[config.mk]
export PLATFORM = sky130hd
export DESIGN_NAME = fp32_settle_monitor
export DESIGN_NICKNAME = d
export VERILOG_FILES = /design/src/rtl/fp32_settle_monitor.sv
export SDC_FILE = /design/constraint.sdc
export NUM_CORES = 1
export LEC_CHECK = 0
export ABC_AREA = 1
export CORE_AREA = 2 2 92 112
export DETAILED_ROUTE_END_ITERATION = 6
export DIE_AREA = 0 0 94 114
export PLACE_DENSITY = 0.77
export SYNTH_ARGS = -nofsm -noshare
export SYNTH_HDL_FRONTEND = slang
export SYNTH_SLANG_ARGS = --single-unit
[constraint.sdc]
create_clock -name clk -period 2.4 [get_ports clk]
set_input_delay 0.36 -clock clk [delete_from_list [all_inputs] [get_ports clk]]
set_output_delay 0.36 -clock clk [all_outputs]
set_load 0.02 [all_outputs]
[src/rtl/fp32_settle_monitor.sv]
// Watches a converter's IEEE-754 output on its slow tick and reports when the
// word has held bit-identical for STABLE_COUNT tick-to-tick comparisons, or a timeout.
module fp32_settle_monitor #(
  parameter int STABLE_COUNT  = 20,
  parameter int TIMEOUT_TICKS = 400,
  parameter int CNT_W         = 10
) (
  input  logic             clk,
  input  logic             reset_n,
  input  logic             start,
  input  logic             tick_in,
  input  logic [31:0]      fp_in,
  output logic             busy,
  output logic             settled_valid,
  input  logic             settled_ready,
  output logic [31:0]      settled_value,
  output logic [2:0]       settled_class,
  output logic             timeout,
  output logic [CNT_W-1:0] stable_cnt,
  output logic [2:0]       state_dbg
);

  typedef enum logic [2:0] {
    S_IDLE  = 3'd0,
    S_ARM   = 3'd1,
    S_TRACK = 3'd2,
    S_HOLD  = 3'd3,
    S_FAIL  = 3'd4
  } state_t;

  // Handshake: settled_value/settled_class are stable whenever settled_valid is
  // high; a transfer happens in a cycle with settled_valid & settled_ready both high.

  localparam logic [CNT_W-1:0] CNT_MAX    = {CNT_W{1'b1}};
  localparam logic [CNT_W-1:0] SETTLE_AT  = CNT_W'(STABLE_COUNT);
  localparam logic [CNT_W-1:0] TIMEOUT_AT = CNT_W'(TIMEOUT_TICKS);

  state_t           state_q;
  logic             tick_q;
  logic [31:0]      last_q;
  logic [CNT_W-1:0] tick_cnt_q;
  logic [CNT_W-1:0] stable_q;
  logic [31:0]      value_q;
  logic [2:0]       class_q;
  logic             busy_q;
  logic             valid_q;
  logic             timeout_q;

  logic             tick_rise;
  logic             fp_is_nan;
  logic             fp_same;
  logic [CNT_W-1:0] stable_d;
  logic [CNT_W-1:0] tick_cnt_d;
  logic [2:0]       class_d;
  logic             exp_zero;
  logic             exp_ones;
  logic             man_nz;

  always_comb begin
    tick_rise  = tick_in & ~tick_q;
    exp_zero   = ~|fp_in[30:23];
    exp_ones   = &fp_in[30:23];
    man_nz     = |fp_in[22:0];
    fp_is_nan  = exp_ones & man_nz;
    // Signed zeros differ bitwise, so they never count as a repeat.
    fp_same    = (fp_in == last_q) & ~fp_is_nan;
    stable_d   = '0;
    if (fp_same) begin
      stable_d = (stable_q == CNT_MAX) ? stable_q : stable_q + 1'b1;
    end
    tick_cnt_d = tick_cnt_q + 1'b1;
    class_d    = 3'd2;
    if (exp_zero) begin
      class_d = man_nz ? 3'd1 : 3'd0;
    end else if (exp_ones) begin
      if (!man_nz) begin
        class_d = 3'd3;
      end else begin
        class_d = fp_in[22] ? 3'd4 : 3'd5;
      end
    end
  end

  always_ff @(posedge clk or negedge reset_n) begin
    if (!reset_n) begin
      state_q    <= S_IDLE;
      tick_q     <= 1'b0;
      last_q     <= '0;
      tick_cnt_q <= '0;
      stable_q   <= '0;
      value_q    <= '0;
      class_q    <= '0;
      busy_q     <= 1'b0;
      valid_q    <= 1'b0;
      timeout_q  <= 1'b0;
    end else begin
      tick_q <= tick_in;
      case (state_q)
        S_IDLE, S_FAIL: begin
          if (start) begin
            state_q    <= S_ARM;
            stable_q   <= '0;
            tick_cnt_q <= '0;
            busy_q     <= 1'b1;
            timeout_q  <= 1'b0;
          end
        end
        S_ARM: begin
          // A restart takes priority over a coincident tick.
          if (start) begin
            stable_q   <= '0;
            tick_cnt_q <= '0;
          end else if (tick_rise) begin
            state_q    <= S_TRACK;
            last_q     <= fp_in;
            tick_cnt_q <= CNT_W'(1);
            stable_q   <= '0;
          end
        end
        S_TRACK: begin
          if (start) begin
            state_q    <= S_ARM;
            stable_q   <= '0;
            tick_cnt_q <= '0;
          end else if (tick_rise) begin
            last_q     <= fp_in;
            tick_cnt_q <= tick_cnt_d;
            stable_q   <= stable_d;
            if (stable_d == SETTLE_AT) begin
              state_q <= S_HOLD;
              value_q <= fp_in;
              class_q <= class_d;
              busy_q  <= 1'b0;
              valid_q <= 1'b1;
            end else if (tick_cnt_d == TIMEOUT_AT) begin
              state_q   <= S_FAIL;
              busy_q    <= 1'b0;
              timeout_q <= 1'b1;
            end
          end
        end
        S_HOLD: begin
          if (settled_ready) begin
            state_q <= S_IDLE;
            valid_q <= 1'b0;
          end
        end
        default: begin
          state_q   <= S_IDLE;
          busy_q    <= 1'b0;
          valid_q   <= 1'b0;
          timeout_q <= 1'b0;
        end
      endcase
    end
  end

  assign busy          = busy_q;
  assign settled_valid = valid_q;
  assign settled_value = value_q;
  assign settled_class = class_q;
  assign timeout       = timeout_q;
  assign stable_cnt    = stable_q;
  assign state_dbg     = state_q;

endmodule

# --- Word level (Yosys, flattened, before mapping) ---
# Cells that the tools add are included.
totals:
  n_memories: 0
  inputBits: 37
  reg_bits: 94
  ramBits: 0
  word_cells: 101
  latch_bits: 0
  mem_bits_ro: 0
op_classes:
  magnitude_cmp: 0
  shifts: 0
  n_bitwise: 8
  n_eq_ne: 21
  div_mod_pow: 0
  addsub: 2
  multipliers: 0
  mux: 44
  reduce_logical: 16
op_table:
  columns: ["cell", "count"]
  rows:
  - ["$mux 10", 11]
  - ["$pmux 10 s3", 2]
  - ["$mux 3", 11]
  - ["$eq 32x32->1", 1]
  - ["$reduce_or 23->1", 1]
  - ["$add 10x1->10 const B", 2]
  - ["$ne 2x2->1 const B", 9]
  - ["$mux 1", 16]
  - ["$pmux 3 s4", 1]
  - ["$reduce_and 6->1", 2]
  - ["$eq 10x10->1 const B", 1]
  - ["$eq 10x5->1 const B", 1]
  - ["$eq 10x9->1 const B", 1]
  - ["$reduce_and 5->1", 2]
  - ["$ne 3x3->1 const B", 3]
  - ["$pmux 1 s3", 3]
  - ["$reduce_and 4->1", 2]
  - ["$reduce_and 8->1", 1]
  - ["$reduce_or 8->1", 1]
  - ["$eq 3x2->1 const B", 2]
  - ["$reduce_or 2->1", 3]
  - ["$not 1->1", 5]
  - ["$ne 4x4->1 const B", 1]
  - ["$and 1x1->1", 3]
  - ["6 further kinds", 6]

# --- Depth between registers and ports, before layout ---
# Gate-level depths: netlist of the first run.
logic_depth:
  ltp_word: 10
  mapped_depth: 16

# --- Least setup slack after synthesis of the first run ---
# Ideal clock, no wire load.
synth_timing:
  path_type: "register -> register"
  start: "register stable_q[1] (netlist: stable_cnt[1])"
  end: "register class_q[0] (netlist: settled_class[0])"
  slack_ns: 0.256
  arrival_ns: 2.023
  n_path_buf: 1
  path_stages_with_launch: 12
  setup_time_ns: 0.121
  t_required_ns: 2.279
  path_cell_list: "dfrtp_1 ha_1 nand2_2 nor2_4 nand3_1 o21ai_1 nand3_1 nor3_2 nand4_2 buf_2 nor2_2 a21oi_2"
synth_via:
  elab_chain_len: 5
synth_rtl:
  columns: ["element", "line", "rtl"]
  rows:
  - ["from (decl)", "42", "logic [CNT_W-1:0] stable_q;"]
  - ["from (signal assigned)", "128", "stable_q <= stable_d;"]
  - ["$add 10x1->10 or $eq 10x10->1 (tied branches)", "69", "stable_d = (stable_q == CNT_MAX) ? stable_q : stable_q + 1'b1;"]
  - ["$mux 10 (*)", "69", null]
  - ["$mux 10 (*)", "68", "if (fp_same) begin"]
  - ["$eq 10x5->1 (*)", "129", "if (stable_d == SETTLE_AT) begin"]
  - ["$reduce_and 4->1 (no source line) (*)", null, null]
  - ["to (signal assigned)", "132", "class_q <= class_d;"]
  - ["to (decl)", "44", "logic [2:0] class_q;"]
# Every way passes the cells marked *; elsewhere a longest branch is shown, timed or not.
# A chain may end at the register's enable or synchronous reset.

# --- Worst setup path in the final report of the first run ---
layout_timing:
  start: "register stable_q[1] (netlist: stable_cnt[1])"
  end: "register value_q[24] (netlist: settled_value[24])"
layout_via:
  elab_chain_len: 5
layout_rtl:
  columns: ["element", "line", "rtl"]
  rows:
  - ["$add 10x1->10 or $eq 10x10->1 (tied branches)", "69", null]
  - ["$mux 10 (*)", "69", null]
  - ["$mux 10 (*)", "68", null]
  - ["$eq 10x5->1 (*)", "129", null]
  - ["$reduce_and 4->1 (no source line) (*)", null, null]
  - ["to (signal assigned)", "131", "value_q <= fp_in;"]
  - ["to (decl)", "43", "logic [31:0] value_q;"]
# Marked as above.

==> results of run 1 <==
final timing paths:
check                                             start                            end  slack, ns  depth (start not counted)
setup / recovery              stable_cnt[1]$_DFFE_PN0P_  settled_value[24]$_DFFE_PN0P_       0.07                         12
hold / removal                                  reset_n  settled_value[14]$_DFFE_PN0P_       0.44                          2
setup reg to reg              stable_cnt[1]$_DFFE_PN0P_  settled_value[24]$_DFFE_PN0P_       0.07                         12
hold reg to reg            settled_class[2]$_DFFE_PN0P_   settled_class[2]$_DFFE_PN0P_       0.49                          2
max in group asynchronous                       reset_n      tick_cnt_q[0]$_DFFE_PN0P_       1.26                          3
min in group clk                              fp_in[10]  settled_value[10]$_DFFE_PN0P_       0.45                          4
logic make-up after synthesis:
logic type	Yosys count
AOI/OAI and AO/OA	106
xor gates and xnor gates	15
adders and majority gates	2
buffers and inverters	104
DFF	94
and+or+nand+nor	301
state kept, by name, summed over array words and instances, names as in the netlist, 3 cells and up:
register and cells:
settled_class 3, stable_cnt 10, state_dbg 3, tick_cnt_q 10, settled_value 32, last_q 32
cell usage in the layout, fill, tap and decap left out, types with 3 or more instances in the layout:
master / n
nand2_1: 200
dfrtp_1: 93
inv_1: 90
clkdlybuf4s50_1: 83
o21ai_0: 47
buf_4: 40
nor2_1: 37
o21ai_1: 36
nand3_1: 21
clkbuf_16: 12
xnor2_1: 9
nor2_2: 9
a21oi_1: 8
o22ai_1: 8
nand4_1: 7
nor3_1: 7
xor2_1: 6
buf_12: 5
nand2_2: 4
nor2_4: 4
nand3_2: 4
nor4_1: 3
dlymetal6s2s_1: 3
where the power goes:
group / internal (uW) / leakage, uW / total [uW] / switching (uW)
Combinational: 581 / 0.00178 / 1400 / 817
Sequential: 1880 / 0.00125 / 2130 / 250
Clock: 864 / 0.000146 / 1460 / 597
critical path, stage by stage (launching register included):
cell and delay (ns):
dfrtp_1 0.37, ha_1 0.20, nand2_2 0.11, nor2_4 0.16
nand2_2 0.14, xor2_1 0.25, nand4_1 0.21, nor2_4 0.20
nand4_4 0.10, buf_12 0.18, clkbuf_16 0.17, nand2_1 0.07
o21ai_1 0.06
area by class of cell:
type / count / area, um^2 / share of cell area
clock buffers: 13 / 260 / 0.0396
clock inverters: 3 / 42.5 / 0.00647
inverters: 90 / 338 / 0.0514
multi-input cells: 424 / 2040 / 0.311
flip-flops and latches: 94 / 2350 / 0.358
well taps: 126 / 158 / 0.0240
repair buffers: 137 / 1380 / 0.210
through the flow:
step                      utilization  setup TNS, ns  setup WS, ns  hold WS, ns
after global routing            0.674         -0.755       -0.0451        0.477
after CTS                       0.655              0        0.0271        0.459
final                           0.674              0        0.0671        0.444
after global placement          0.623          -7.52        -0.205        0.260
after floorplan                     -              0         0.256       0.0644
after detailed placement        0.623         -11.88        -0.352        0.265
cell usage after synthesis, types with 6 or more instances:
master and n:
nand2_1 202, dfrtp_1 94, inv_1 90, o21ai_0 47, nor2_1 46, o21ai_1 37
nand3_1 22, xnor2_1 9, a21oi_1 8, buf_2 8, o22ai_1 8, nand4_1 7
nor3_1 7, clkbuf_1 6, xor2_1 6
metal layers:
metal	up-vias	share of wire
met2	135	0.52
met4	0	0.018
met1	2166	0.41
li1	2243	-
met3	21	0.054
met5	-	0
timing repair:
action	CTS	global route
hold endpoints to repair	19	0
hold buffers	1	0
setup buffers	0	1
endpoints found under the setup margin	0	41
resized for setup	0	24
==> flow_metrics.env, run 1 <==
export IMPL_crit_arrival_ns=2.57
export IMPL_grt_first_pass_wirelength_um=19800
export IMPL_first_pass_iters=6
export IMPL_grt_busiest_layer="met2"
export IMPL_outcome="complete, no violations"
export IMPL_cts_tree="done"
export IMPL_dp_hpwl_um=8840
export IMPL_vdd_ir_drop_max_mv=0.408
export IMPL_cts_root_buf="clkbuf_16"
export IMPL_yosys_area_share_adder=0.00528
export IMPL_routed_wl_um=12800
export IMPL_nFillCells=791
export IMPL_grt_use_met1=0.283
export IMPL_slew_violations=0
export IMPL_hp_class="in -> async"
export IMPL_design_core_area_um2=9760
export IMPL_rows=40
export IMPL_dp_cells=865
export IMPL_synth_top_family_by_area="simple AND/OR/NAND/NOR gates"
export IMPL_crit_required_ns=2.63
export IMPL_max_cap_violations=0
export IMPL_syn_area_um2=4740
export IMPL_power_total_uw=4990
export IMPL_yosys_area_top_type_share=0.497
export IMPL_maxClockFrequency_ghz=0.429
export IMPL_synth_seq_cells=94
export IMPL_synth_mux_area_frac=0
export IMPL_clockBufferDepth=2
export IMPL_use_met2=0.411
export IMPL_async_flop_share=1.00
export IMPL_drive_above_1_share=0.120
export IMPL_grt_pass1_vias=4388
export IMPL_path_clk_slew_ns=0.07
export IMPL_finalNetCount=795
export IMPL_antenna_left=0
export IMPL_antenna_found_initial=0
export IMPL_viasPerCell=5.15
export IMPL_hold_viol_final=0
export IMPL_vias=4565
export IMPL_critPathMaxFanout=10
export IMPL_synth_simple_area_share=0.267
export IMPL_slew_headroom=0.668
export IMPL_synth_compound_area_frac=0.119
export IMPL_avgSynthCellArea_um2=7.61
export IMPL_numCtsBuffers=9
export IMPL_htree_levels=3
export IMPL_startpoint_type="register"
export IMPL_end_kind="register"
export IMPL_final_design_area_no_fill_um2=6580
export IMPL_die_area_um2=10700
export IMPL_pin_count=88
export IMPL_syn_to_final_growth_pct=38.9
export IMPL_avgRoutedWirePerCell_um=14.4
export IMPL_critPathKind="reg -> reg"
export IMPL_start_util=0.485
export IMPL_drt_iter0_markers=300
export IMPL_final_cells=887
export IMPL_grt_overflow=0
export IMPL_ys_top_cells_by_area="dfrtp_1 50%, nand2_1 16%, inv_1 7.1%"
export IMPL_synth_top_area_cell="dfrtp_1"
export IMPL_drc=0
export IMPL_period_minus_slack_ns=2.33
export IMPL_seq_area_frac_synth=0.497
export IMPL_yosys_warnings=0
export IMPL_cts_sinks=94
export IMPL_finalCritPeriodShare=0.972
export IMPL_grt_start_max_net_pins=76
export IMPL_track_usage=0.233
export IMPL_synth_edf_count=0
export IMPL_clkLatencyLatePin_ns=0.34
export IMPL_tightest_slew_ns=0.496
export IMPL_syn_inst=622
export IMPL_antenna_diode_count=0
export IMPL_synth_xor_area_share=0.0277
export IMPL_dieWidth_um=94
export IMPL_dpl_cell_area_um2=6080
export IMPL_portBuffers=87
export IMPL_die_h_um=114
export IMPL_p_per_area_nw_per_um2=758
export IMPL_setup_viol=0
export IMPL_synthDistinctLibCells=29
export IMPL_clock_skew_final_ns=0.00546
export IMPL_gp_congestion=0.911
export IMPL_synth_ff_type="dfrtp_1"
export IMPL_power_leakage_uw=0.00318
export IMPL_synth_nets=661
export IMPL_grtUsageMet3=0.0443
Note: power is estimated with default switching activity, not from simulation.
==> inputs of run 2 (changes only) <==
--- a/config.mk
+++ b/config.mk
@@ -9,7 +9,8 @@
 export CORE_AREA = 2 2 92 112
 export DETAILED_ROUTE_END_ITERATION = 6
 export DIE_AREA = 0 0 94 114
-export PLACE_DENSITY = 0.77
+export DONT_BUFFER_PORTS = 1
+export PLACE_DENSITY = 0.65
 export SYNTH_ARGS = -nofsm -noshare
 export SYNTH_HDL_FRONTEND = slang
 export SYNTH_SLANG_ARGS = --single-unit
==> run 2 against run 1 <==
The run now ends with negative hold slack left. Via count down 14%. Non-clock buffer count down 121. Global-route usage down 2.4 points. Critical path depth down 1. Clock power about the same. Sequential power about the same. Wire length down 16%. Flip-flop and latch count unchanged. Cell count down 14%. Utilization down 13 points. Critical path type unchanged. Largest cell class unchanged.
==> flow_metrics.env, run 2 (same netlist as run 1, synthesis figures left out) <==
export IMPL_outcome="finished, violations left"
export IMPL_violations="negative hold slack"
export IMPL_multi_input_area_um2=2010
export IMPL_hold_ws_ns=-0.295
export IMPL_clock_skew_final_ns=0.00949
export IMPL_grt_start_max_net_pins=95
export IMPL_cts_tree="done"
export IMPL_regArea_um2=2350
export IMPL_critPathMaxStageDelay_ns=0.40
export IMPL_htree_levels=3
export IMPL_crit_arrival_ns=2.50
export IMPL_vdd_ir_drop_max_mv=0.456
export IMPL_track_usage=0.209
export IMPL_maxClockFrequency_ghz=0.452
export IMPL_grt_pass1_vias=3779
export IMPL_tightest_slew_ns=0.568
export IMPL_grt_overflow=0
export IMPL_dieWidth_um=94
export IMPL_finalNetCount=674
export IMPL_switching_share=0.329
export IMPL_dp_hpwl_um=7560
export IMPL_path_clk_slew_ns=0.07
export IMPL_max_cap_violations=0
export IMPL_hp_class="in -> async"
export IMPL_avgRoutedWirePerCell_um=14.0
export IMPL_portBuffers=0
export IMPL_cts_root_buf="clkbuf_16"
export IMPL_routed_wl_um=10700
export IMPL_clkPwrFrac=0.311
export IMPL_slowest_stage="dfrtp_1"
export IMPL_grt_busiest_layer="met2"
export IMPL_grt_first_pass_wirelength_um=17700
export IMPL_critPathMaxFanout=7
export IMPL_grtUsageMet3=0.0621
export IMPL_antenna_left=0
export IMPL_pin_count=88
export IMPL_hold_viol_final=94
export IMPL_final_cell_mix="200 x nand2_1, 93 x dfrtp_1, 90 x inv_1"
export IMPL_die_h_um=114
export IMPL_clockBufferDepth=2
export IMPL_final_cells=766
export IMPL_grt_use_met1=0.253
export IMPL_rows=40
export IMPL_syn_to_final_growth_pct=11.9
export IMPL_power_total_uw=4650
export IMPL_p_per_area_nw_per_um2=878
export IMPL_crit_required_ns=2.69
export IMPL_antenna_found_initial=0
export IMPL_switching_power_uw=1530
export IMPL_period_minus_slack_ns=2.21
export IMPL_use_met2=0.351
export IMPL_intPower_uw=3120
export IMPL_finalCritPeriodShare=0.922
export IMPL_design_core_area_um2=9760
export IMPL_start_util=0.485
export IMPL_drc=0
export IMPL_nFillCells=940
export IMPL_first_pass_iters=4
export IMPL_drive_above_1_share=0.0797
export IMPL_startpoint_type="register"
export IMPL_final_util=0.543
export IMPL_critPathKind="reg -> reg"
export IMPL_cp_cell_sequence="ha_1 -> nand2_2 -> nor2_4 -> nand2_2 -> a21oi_1 -> nand4_1 -> nor2_2 -> nand3_1 -> o21ai_0 -> nand2_1 -> nand2_1"
export IMPL_mostFrequentLayoutCell="nand2_1"
export IMPL_end_kind="register"
export IMPL_gp_congestion=0.885
export IMPL_slew_headroom=0.621
export IMPL_vias=3918
export IMPL_worst_path_buf_inv=0
export IMPL_critPathTopFamily="simple AND/OR/NAND/NOR gates"
export IMPL_die_area_um2=10700
export IMPL_dp_cells=748
export IMPL_power_frac_seq=0.462
export IMPL_combPwrFrac=0.227
export IMPL_power_leakage_uw=0.00261
export IMPL_slew_violations=0
export IMPL_drt_iter0_markers=200
export IMPL_cts_sinks=94
export IMPL_setup_viol=0
export IMPL_antenna_diode_count=0
export IMPL_numCtsBuffers=9
export IMPL_clkLatencyLatePin_ns=0.34
export IMPL_viasPerCell=5.11
==> run 2: path summary, 6_finish.rpt <==
path	to	start	slack, ns	cells past startpoint
worst min-delay path	tick_cnt_q[3]$_DFFE_PN0P_	reset_n	-0.29	0
max in group asynchronous	settled_class[0]$_DFFE_PN0P_	reset_n	2.54	0
worst max register to register	state_dbg[1]$_DFFE_PN0P_	stable_cnt[1]$_DFFE_PN0P_	0.19	11
worst min register to register	last_q[21]$_DFFE_PN0P_	last_q[21]$_DFFE_PN0P_	0.51	2
worst max-delay path	state_dbg[1]$_DFFE_PN0P_	stable_cnt[1]$_DFFE_PN0P_	0.19	11
min in group clk	tick_q$_DFF_PN0_	tick_in	0.04	0
==> run 2: per-layer routing <==
metal  routed length [um]  up-vias
met2                 5240       94
met1                 4470     1810
met4                  192        0
met5                    0        -
li1                     -     1999
met3                  794       15
==> run 2: per-stage QoR <==
| step | setup WS, ns | TNS (ns) | area, um^2 |
|---|---|---|---|
| floorplan | 0.256 | 0 | 4740 |
| global placement | 0.222 | 0 | 4960 |
| detailed placement | 0.122 | 0 | 4960 |
| CTS | 0.109 | 0 | 5260 |
| global route | -0.0125 | -0.0125 | 5300 |
| finish | 0.187 | 0 | 5300 |
==> run 2: repair_timing <==
action,4_1_cts,5_1_grt
buffers inserted,0,2
hold endpoints to repair,94,94
endpoints found under the setup margin,0,29
resized for setup,0,8
==> run 2: layout make-up <==
type / count / area share
clock buffer: 11 / 0.0458
clock inverter: 5 / 0.0111
inverter: 90 / 0.0637
multi-input combinational: 424 / 0.380
sequential: 94 / 0.444
tap: 126 / 0.0297
timing repair buffer: 16 / 0.0257
==> run 2: power groups by stage <==
stage | clock network (uW) | logic, uW | registers, uW
floorplan | 0 | 846 | 2130
global placement | 0 | 1020 | 2160
detailed placement | 0 | 1060 | 2180
CTS | 1480 | 1060 | 2150
global route | 1540 | 1240 | 2190
finish | 1450 | 1050 | 2150
==> inputs of run 3 (changes only) <==
==> constraint.sdc (replaced) <==
create_clock -name clk -period 2.8 [get_ports clk]
set_input_delay 0.42 -clock clk [delete_from_list [all_inputs] [get_ports clk]]
set_output_delay 0.42 -clock clk [all_outputs]
set_load 0.02 [all_outputs]
==> run 3 against run 2 <==
The run now ends clean. Critical path depth did not move. Clock skew down 0.00083 ns. Global-route usage decreased by 0.49 points. Wire length fell by 3.1%. Combinational power down 13%. Sequential share of layout area increased by 0.59 points. Register-to-register slack gained 0.15 ns. Critical endpoint is now settled_value[26]$_DFFE_PN0P_. Largest power group unchanged.
==> flow_metrics.env, run 3 (same netlist as run 1, synthesis figures left out) <==
export IMPL_dpl_cell_area_um2=4900
export IMPL_final_cell_mix="201 x nand2_1, 94 x dfrtp_1, 90 x inv_1"
export IMPL_grt_overflow=0
export IMPL_finalNetCount=665
export IMPL_cts_root_buf="clkbuf_16"
export IMPL_final_cells=757
export IMPL_gp_congestion=0.841
export IMPL_outcome="complete, no violations"
export IMPL_hold_viol_final=0
export IMPL_maxClockFrequency_ghz=0.406
export IMPL_drive_above_1_share=0.0571
export IMPL_p_per_area_nw_per_um2=761
export IMPL_period_minus_slack_ns=2.46
export IMPL_die_h_um=114
export IMPL_vias=3866
export IMPL_finalCritPeriodShare=0.880
export IMPL_hold_ws_ns=0.0111
export IMPL_die_area_um2=10700
export IMPL_antenna_found_initial=0
export IMPL_cts_sinks=94
export IMPL_slew_headroom=0.632
export IMPL_critPathKind="reg -> reg"
export IMPL_routed_wl_um=10400
export IMPL_antenna_left=0
export IMPL_drt_iter0_markers=172
export IMPL_design_core_area_um2=9760
export IMPL_grt_pass1_vias=3750
export IMPL_syn_to_final_growth_pct=10.4
export IMPL_max_cap_violations=0
export IMPL_clkPwrFrac=0.306
export IMPL_viasPerCell=5.11
export IMPL_fin_setup_tns_ns=0
export IMPL_antenna_diode_count=0
export IMPL_start_util=0.485
export IMPL_dp_hpwl_um=7450
export IMPL_r2r_end="settled_value[26]$_DFFE_PN0P_"
export IMPL_combPwrFrac=0.230
export IMPL_drc=0
export IMPL_setup_viol=0
export IMPL_vdd_ir_drop_max_mv=0.333
export IMPL_startpoint_type="register"
export IMPL_final_design_area_no_fill_um2=5230
export IMPL_intPower_uw=2690
export IMPL_htree_levels=3
export IMPL_first_pass_iters=5
export IMPL_tightest_slew_ns=0.552
export IMPL_r2r_cells=11
export IMPL_grt_start_max_net_pins=95
export IMPL_slew_violations=0
export IMPL_track_usage=0.204
export IMPL_switching_share=0.323
export IMPL_final_util=0.536
export IMPL_avgRoutedWirePerCell_um=13.7
export IMPL_path_clk_slew_ns=0.06
export IMPL_clock_skew_final_ns=0.00865
export IMPL_rows=40
export IMPL_portBuffers=0
export IMPL_pin_count=88
export IMPL_crit_arrival_ns=2.67
export IMPL_critPathMaxFanout=70
export IMPL_numCtsBuffers=9
export IMPL_switching_power_uw=1290
export IMPL_dieWidth_um=94
export IMPL_clockBufferDepth=2
export IMPL_rrSetupSlack_ns=0.34
export IMPL_mostFrequentLayoutCell="nand2_1"
export IMPL_clkLatencyLatePin_ns=0.34
export IMPL_rr_startpoint="stable_cnt[1]$_DFFE_PN0P_"
export IMPL_dp_cells=740
export IMPL_power_frac_seq=0.464
export IMPL_hp_class="in -> async"
export IMPL_crit_required_ns=3.01
export IMPL_grt_first_pass_wirelength_um=17100
export IMPL_cts_resized_gates=0
export IMPL_power_leakage_uw=0.00258
export IMPL_rsz0062_at_grt="no"
export IMPL_end_kind="register"
export IMPL_cts_tree="done"
## run 3: power groups by stage
stage	logic, uW	clock network, uW	registers, uW
after floorplan	725	0	1820
after global placement	860	0	1850
after detailed placement	894	0	1870
after CTS	927	1270	1840
after global routing	1070	1310	1880
final	914	1220	1850
## run 3: what timing repair did
item	CTS	global route
hold buffers	1	0
hold endpoints to repair	94	0
buffers inserted	0	0
## run 3: area by class of cell
class / count / area [um^2]
clock buffer: 12 / 256
clock inverter: 4 / 45.0
fill: 941 / 4530
inverter: 90 / 338
multi-input combinational: 424 / 1990
sequential: 94 / 2350
tap: 126 / 158
timing repair buffer: 7 / 85.1
## run 3: worst max-delay path by stage
stage | endpoint | depth (start not counted) | startpoint | slack [ns]
detailed placement | settled_value[25]$_DFFE_PN0P_ | 11 | stable_cnt[1]$_DFFE_PN0P_ | 0.35
global placement | settled_class[0]$_DFFE_PN0P_ | 11 | stable_cnt[1]$_DFFE_PN0P_ | 0.43
finish | settled_value[26]$_DFFE_PN0P_ | 11 | stable_cnt[1]$_DFFE_PN0P_ | 0.34
global route | state_dbg[1]$_DFFE_PN0P_ | 13 | stable_cnt[1]$_DFFE_PN0P_ | 0.10
CTS | settled_value[26]$_DFFE_PN0P_ | 11 | stable_cnt[1]$_DFFE_PN0P_ | 0.32
floorplan | settled_class[0]$_DFFE_PN0P_ | 11 | stable_cnt[1]$_DFFE_PN0P_ | 0.66
## run 3: worst max-delay path: stages, from the launching register on
cell and delay (ns):
dfrtp_1 0.51, ha_1 0.25, nand2_2 0.10, nor2_4 0.19, nand3_1 0.11, o21ai_1 0.19, nand3_1 0.11, nor3_2 0.33
nand4_4 0.15, buf_12 0.24, nand2_1 0.09, o21ai_1 0.07
## run 3: layer usage
layer  vias up  routed length (um)  GRT usage
li1       1980                   -          -
met1      1781                4410      0.244
met2        87                4940      0.333
met3        18                 715     0.0614
met4         0                 294      0.101
met5         -                   0          0
## run 3: through the flow
stage | worst slack, ns | power [uW]
3_5_place_dp | 0.345 | 2760
4_1_cts | 0.321 | 4040
5_1_grt | 0.102 | 4260
6_report | 0.337 | 3980
2_1_floorplan | 0.656 | 2550
3_3_place_gp | 0.427 | 2710
